### src/rtl/mem_stage_sram_controller.sv
// ---------------------------------------------------------------------------
// mem_stage_sram_controller
//
// Memory-stage sequencer between the EXE->MEM pipeline register and an
// external 16-bit asynchronous SRAM. Each 32-bit load/store becomes two
// half-word accesses (low half first), each lasting ACCESS_CYCLES clocks.
//
// Ports:
//   clk          system clock, rising edge
//   rst          asynchronous, active-high reset
//   wr_en        store request (wins over rd_en when both are set)
//   rd_en        load request
//   address      byte address from the ALU, word aligned
//   write_data   store value
//   read_data    loaded word; valid in DONE, held until the next load completes
//   ready        1 = no access pending or access finishing this cycle
//   sram_addr    SRAM half-word address
//   sram_dq_out  SRAM write data
//   sram_dq_in   SRAM read data
//   sram_dq_oe   1 = drive sram_dq_out onto the SRAM data bus
//   sram_we_n    SRAM write enable, active low
//
// Handshake: a request (wr_en | rd_en) seen in IDLE is accepted at the next
// rising edge. ready stays low from the request cycle until DONE, where it
// rises for exactly one cycle; the pipeline holds its registers (freeze =
// ~ready), so the request is still visible during DONE and is deliberately
// ignored there. A request present in the following IDLE cycle is a new one.
// ---------------------------------------------------------------------------
module mem_stage_sram_controller #(
    parameter int BASE_ADDR     = 1024,
    parameter int ACCESS_CYCLES = 3
) (
    input  logic        clk,
    input  logic        rst,
    input  logic        wr_en,
    input  logic        rd_en,
    input  logic [31:0] address,
    input  logic [31:0] write_data,
    output logic [31:0] read_data,
    output logic        ready,
    output logic [17:0] sram_addr,
    output logic [15:0] sram_dq_out,
    input  logic [15:0] sram_dq_in,
    output logic        sram_dq_oe,
    output logic        sram_we_n
);

    localparam int          CW   = $clog2(ACCESS_CYCLES) + 1;
    localparam logic [31:0] BASE = 32'(BASE_ADDR);

    typedef enum logic [1:0] {
        IDLE = 2'd0,
        LOW  = 2'd1,
        HIGH = 2'd2,
        DONE = 2'd3
    } state_t;

    state_t          state;
    state_t          state_next;
    logic [CW-1:0]   count;
    logic            op_write;
    logic [16:0]     word_q;
    logic [31:0]     wdata_q;

    logic            req;
    logic            last_cycle;
    logic [31:0]     offset;
    logic            unused_addr_bits;

    assign req        = wr_en | rd_en;
    assign last_cycle = (count == CW'(ACCESS_CYCLES - 1));

    // Byte offset into data memory; addresses below BASE wrap naturally
    // because only the 17-bit word index is kept.
    assign offset           = address - BASE;
    assign unused_addr_bits = ^{offset[31:19], offset[1:0]};

    // ---------------- state register ----------------
    always_ff @(posedge clk or posedge rst) begin
        if (rst) begin
            state <= IDLE;
        end else begin
            state <= state_next;
        end
    end

    // ---------------- next-state logic ----------------
    always_comb begin
        state_next = state;
        case (state)
            IDLE:    if (req) state_next = LOW;
            LOW:     if (last_cycle) state_next = HIGH;
            HIGH:    if (last_cycle) state_next = DONE;
            DONE:    state_next = IDLE;
            default: state_next = IDLE;
        endcase
    end

    // ---------------- request latch, wait counter, read capture ----------------
    always_ff @(posedge clk or posedge rst) begin
        if (rst) begin
            count     <= '0;
            op_write  <= 1'b0;
            word_q    <= '0;
            wdata_q   <= '0;
            read_data <= '0;
        end else begin
            case (state)
                IDLE: begin
                    count <= '0;
                    if (req) begin
                        op_write <= wr_en;
                        word_q   <= offset[18:2];
                        wdata_q  <= write_data;
                    end
                end
                LOW: begin
                    if (last_cycle) begin
                        count <= '0;
                        if (!op_write) read_data[15:0] <= sram_dq_in;
                    end else begin
                        count <= count + CW'(1);
                    end
                end
                HIGH: begin
                    if (last_cycle) begin
                        count <= '0;
                        if (!op_write) read_data[31:16] <= sram_dq_in;
                    end else begin
                        count <= count + CW'(1);
                    end
                end
                default: count <= '0;
            endcase
        end
    end

    // ---------------- outputs ----------------
    // SRAM pins are decoded from registered state and latched request data,
    // so they only move at state transitions.
    always_comb begin
        ready       = 1'b0;
        sram_addr   = '0;
        sram_dq_out = '0;
        sram_dq_oe  = 1'b0;
        sram_we_n   = 1'b1;
        case (state)
            IDLE: ready = ~req;
            LOW: begin
                sram_addr = {word_q, 1'b0};
                if (op_write) begin
                    sram_we_n   = 1'b0;
                    sram_dq_oe  = 1'b1;
                    sram_dq_out = wdata_q[15:0];
                end
            end
            HIGH: begin
                sram_addr = {word_q, 1'b1};
                if (op_write) begin
                    sram_we_n   = 1'b0;
                    sram_dq_oe  = 1'b1;
                    sram_dq_out = wdata_q[31:16];
                end
            end
            DONE:    ready = 1'b1;
            default: ready = 1'b0;
        endcase
    end

endmodule

### config.mk
export PLATFORM = sky130hd
export DESIGN_NAME = mem_stage_sram_controller
export DESIGN_NICKNAME = d
export VERILOG_FILES = /design/src/rtl/mem_stage_sram_controller.sv
export SDC_FILE = /design/constraint.sdc
export NUM_CORES = 1
export LEC_CHECK = 0
export CAP_MARGIN = 20
export CORE_AREA = 3 3 104 106
export DETAILED_ROUTE_END_ITERATION = 10
export DIE_AREA = 0 0 107 109
export PLACE_DENSITY = 0.74
export SLEW_MARGIN = 0
export SYNTH_ARGS = -nofsm -noshare
export SYNTH_HDL_FRONTEND = slang
export SYNTH_SLANG_ARGS = --single-unit
export TNS_END_PERCENT = 30
### constraint.sdc
create_clock -name clk -period 2.6 [get_ports clk]
set_input_delay 0.26 -clock clk [delete_from_list [all_inputs] [get_ports clk]]
set_output_delay 0.26 -clock clk [all_outputs]
set_load 0.01 [all_outputs]
; ---- Word level (Yosys, flattened, before mapping)
; Cells that the tools add are included.
[word_totals]
word_cells = 40
regBits = 87
out_inout_bits = 69
input_bits = 84
[classes]
reduce_logical = 6
bitwise = 3
n_mux = 15
n_addsub = 2
eq_ne = 7
[ops]
columns = op, n
row1 = 18-bit one-hot mux with 2 select lines, 1
row2 = 16-bit two-way mux, 2
row3 = 16-bit one-hot mux with 2 select lines, 1
row4 = "19-bit by 11-bit subtractor with 19-bit output, second input constant", 1
row5 = 3-bit AND reduction, 3
row6 = 2-bit one-hot mux with 4 select lines, 1
row7 = 2-bit two-way mux, 3
row8 = 3-bit two-way mux, 2
row9 = "2-bit inequality test, second input constant", 3
row10 = "2-bit == test, second input constant", 2
row11 = 1-bit two-way mux, 4
row12 = "3-bit by 1-bit adder with 3-bit output, second input constant", 1
row13 = "3-bit by 2-bit == test with 1-bit output, second input constant", 1
row14 = "2-bit by 1-bit == test with 1-bit output, second input constant", 1
row15 = 2-bit logical NOT, 1
row16 = 1-bit NOT, 2
row17 = 1-bit one-hot mux with 2 select lines, 1
row18 = 2-bit AND reduction, 1
row19 = 2-bit OR reduction, 1
row20 = 1-bit bitwise OR, 1

; ---- Depth between registers and ports, before layout
[logic_depth]
ltp_word = 3
ltp_mapped = 7
depth_no_buf = 5

; ---- Worst setup path before layout
; Ideal clock, no wire load.
[synth_timing]
path_kind = reg2out
from = register state[0]
to = output port sram_addr[10]
required_time_ns = 2.340
path_stages_with_launch = 8
path_slack_ns = 0.709
t_arrival_ns = 1.631
path_buffers = 2
path_cell_list = dfrtp_1 -> inv_1 -> ha_1 -> buf_2 -> nor2_1 -> nor2b_1 -> clkbuf_1 -> and2_1
[synth_between]
elab_chain_cells = 2
elab_cells_between_ends = 3
cone_classes = 2 x eq/ne / 1 x mux
[synth_lines]
columns = item, line_no
row1 = start: declaration, 58  ; state_t state;
row2 = start signal: assignment, 83  ; state <= state_next;
row3 = 2-bit == test / 2-bit by 1-bit == test with 1-bit output (equally long branches), 147  ; case (state)
row4 = 18-bit one-hot mux with 2 select lines (*), 147
row5 = end: declaration, 41  ; output logic [17:0] sram_addr,
; Mark *: on every way between the ends. The rest lies on a longest branch, timed or not.

; ---- Final worst setup path
[layout_timing]
from = register state[0]
to = output port sram_addr[6]
; The elaborated chain is that of the path after synthesis.

==> metrics.md <==
| Metric | Value |
|---|---|
| CTS Root Cell | clkbuf_8 |
| VDD IR max | 0.000435 V |
| DRT Pass-1 Iters | 6 |
| Clock Tree Buf Depth | 2 |
| Clock-pin slew on the worst setup and hold paths | 0.09 ns |
| Hold Vio Cnt, Final | 0 |
| Synth area leaders | dfrtp_1, nand2_1, mux2_2 |
| Fill cell count | 846 |
| Fmax | 404 MHz |
| Syn nets | 471 |
| Yosys top cell by area | dfrtp_1 |
| Worst rel slew slack | 0.531 |
| Num CTS Buffers | 9 |
| Critical path startpoint category | register |
| TNS Setup | 0 ns |
| I/O pin total | 153 |
| Tmin final | 2.48 ns |
| Critical path's slowest cell | clkdlybuf4s50_1 |
| # diodes | 0 |
| Worst Tran Pin Value | 0.703 ns |
| Vias in the first global route | 3,205 |
| Share of cells above drive strength 1 | 0.139 |
| Core area | 0.00986 mm2 |
| Top-count cell post-synth | nand2_1 |
| Crit end category | output port |
| Setup bufs post-CTS | 0 |
| Final HPWL from detailed placement | 6840 um |
| Die width | 107 um |
| Initial DRC Count | 121 |
| Mapped Cells | 381 |
| Critical Path Start | state[0]$_DFFE_PP0P_ |
| Status | complete, no violations |
| Die extent in y | 109 um |
| Vias per cell | 4.75 |
| GRT Total Usage | 0.169 |
| Clock sinks | 87 |
| IO Port Bufs | 137 |
| GR Overflow Total | 0 |
| Starting Density | 0.388 |
| Antenna Violating Nets Remaining | 0 |
| Max FO, Critical Path | 8 |
| WL final | 9420 um |
| RSZ-0062 raised after global routing | false |
| Nets@finish | 611 |
| Clk Latency, worst-skew pair | 0.35 ns |
| Synthesized area | 0.00383 mm2 |
| Initial antenna violation count | 0 |
| WS Path Type | reg -> out |
| Clk_skew | 0.0190 ns |
| DR WL/cell | 14.3 um |
| Full die area | 0.0117 mm2 |
| Finished Core Util | 0.573 |
| Slew Viols, Final | 0 |
| Pin count of the biggest net entering global routing | 39 |
| Tightest Hold Check Type | in -> async |
| Pwr per Cell Area | 1160 mW/mm2 |
| Post-synth top area share | 0.569 |
| Ys flop type | dfrtp_1 |
| Global-route wire length before repair | 15,700 um |
| Final setup violation count | 0 |
| Gpl congestion | 0.787 |
| Worst reg2reg path startpoint | state[1]$_DFFE_PP0P_ |
| CP Data Required Time | 2.34 ns |
| Worst path max stage delay | 0.53 ns |
| H-tree levels | 3 |
| Max-capacitance violation count | 0 |
| Area delta synth->final | 47.7% |
| Top post-synthesis cells by count | nand2_1, dfrtp_1, mux2_2 |
| Routed vias | 3,133 |
| CP cell instances | inv_2, ha_1, nor2_1, nor2b_4, clkbuf_4, and2_1, clkdlybuf4s50_1 |
| Leak pwr | 2.53 nW |
| WP data arrival | 2.22 ns |
| Synth unique cells | 31 |
| Sequential-to-total area share from yosys stat | 0.569 |
| Flops & latches, synth | 87 |
| CTS tree | yes |
| DR DRC count | 0 |
| Final Cycle Share | 0.952 |
| Number of synthesized flops with an enable pin | 0 |
| Row count | 36 |
| Mean Syn Cell Area | 10.0 um2 |
| FFs w/ async S/R, synth | 1.00 |
| Warnings from Yosys | 0 |
[critical path: cells and delay by family (launching register included)]
kind	cells	cell delay (ns)
buf+inv	3	0.85
flops	1	0.42
simple gates	3	0.39
fa+ha+maj	1	0.21
[worst paths after layout]
kind	endpoint	slack, ns	cells past startpoint
setup reg to reg	read_data[14]$_DFFE_PP0P_	0.86	5
hold reg to reg	word_q[2]$_DFFE_PP0P_	0.47	2
min in group clk	wdata_q[8]$_DFFE_PP0P_	0.43	3
hold / removal	read_data[27]$_DFFE_PP0P_	0.34	2
max in group asynchronous	word_q[10]$_DFFE_PP0P_	1.57	3
setup / recovery	sram_addr[6]	0.12	7
[area by class of cell]
cell class | instances | area (um2) | area share
timing repair buffer | 148 | 1490 | 0.263
tap | 133 | 166 | 0.0294
sequential | 87 | 2180 | 0.385
inverter | 6 | 23.8 | 0.00421
clock buffer | 10 | 138 | 0.0243
multi-input combinational | 269 | 1590 | 0.281
clock inverter | 6 | 76.3 | 0.0135
[kinds of logic (layout without fill, tap and decap cells)]
group | count (synthesis) | after routing | share of synthesized area
simple gates | 195 | 195 | 0.223
flops | 87 | 87 | 0.569
mux | 34 | 34 | 0.0997
compound gates | 32 | 32 | 0.0579
buf+inv | 25 | 170 | 0.0262
fa+ha+maj | 6 | 6 | 0.0196
xor+xnor | 2 | 2 | 0.00458
[where the power goes]
| group | leakage (nW) | internal [mW] | switching (mW) |
|---|---|---|---|
| combinational | 1.37 | 1.73 | 1.49 |
| clock | 0.109 | 0.486 | 0.498 |
| sequential | 1.05 | 2.02 | 0.347 |
| total | 2.53 | 4.24 | 2.34 |
[state kept, by name, indices dropped and copies added (netlist names)]
signal and count:
read_data 32, wdata_q 32, word_q 17, state 2
count 3, op_write 1
[layer usage]
metal,vias to the layer above,track usage,wire length (um)
met3,4,0.0462,525
li1,1527,-,-
met2,93,0.277,4610
met5,-,0,0
met1,1509,0.223,4210
met4,0,0.0411,74
[cell usage in the layout (no fill, tap or decap), types with 2 or more instances in the layout]
master	instances
buf_12	2
dfrtp_1	87
mux2_2	33
nor3b_1	3
and2_1	19
or3_1	2
clkinv_4	3
nand2b_1	3
nand2_2	2
nand2_1	131
o31ai_1	2
o21ai_0	4
buf_4	7
xnor2_1	2
clkdlybuf4s50_1	136
ha_1	5
nor2_1	24
inv_1	4
clkbuf_8	10
a22oi_1	17
or4_1	3
a31oi_1	5
[what timing repair did]
action / in CTS / in global routing
hold buffers: 0 / 0
setup endpoints to repair: 0 / 22
gates resized for setup: 0 / 9
[per-stage QoR]
step	std cells	worst slack [ns]	hold slack, ns	power, mW	cell area, um2
global placement	642	0.456	0.452	5.45	5400
CTS	658	0.0181	0.335	6.57	5610
finish	659	0.125	0.339	6.57	5650
global route	659	0.0101	0.374	7.14	5650
detailed placement	642	0.417	0.455	5.56	5400
floorplan	381	0.0898	0.365	3.97	3830
(Power assumes the default switching activity.)
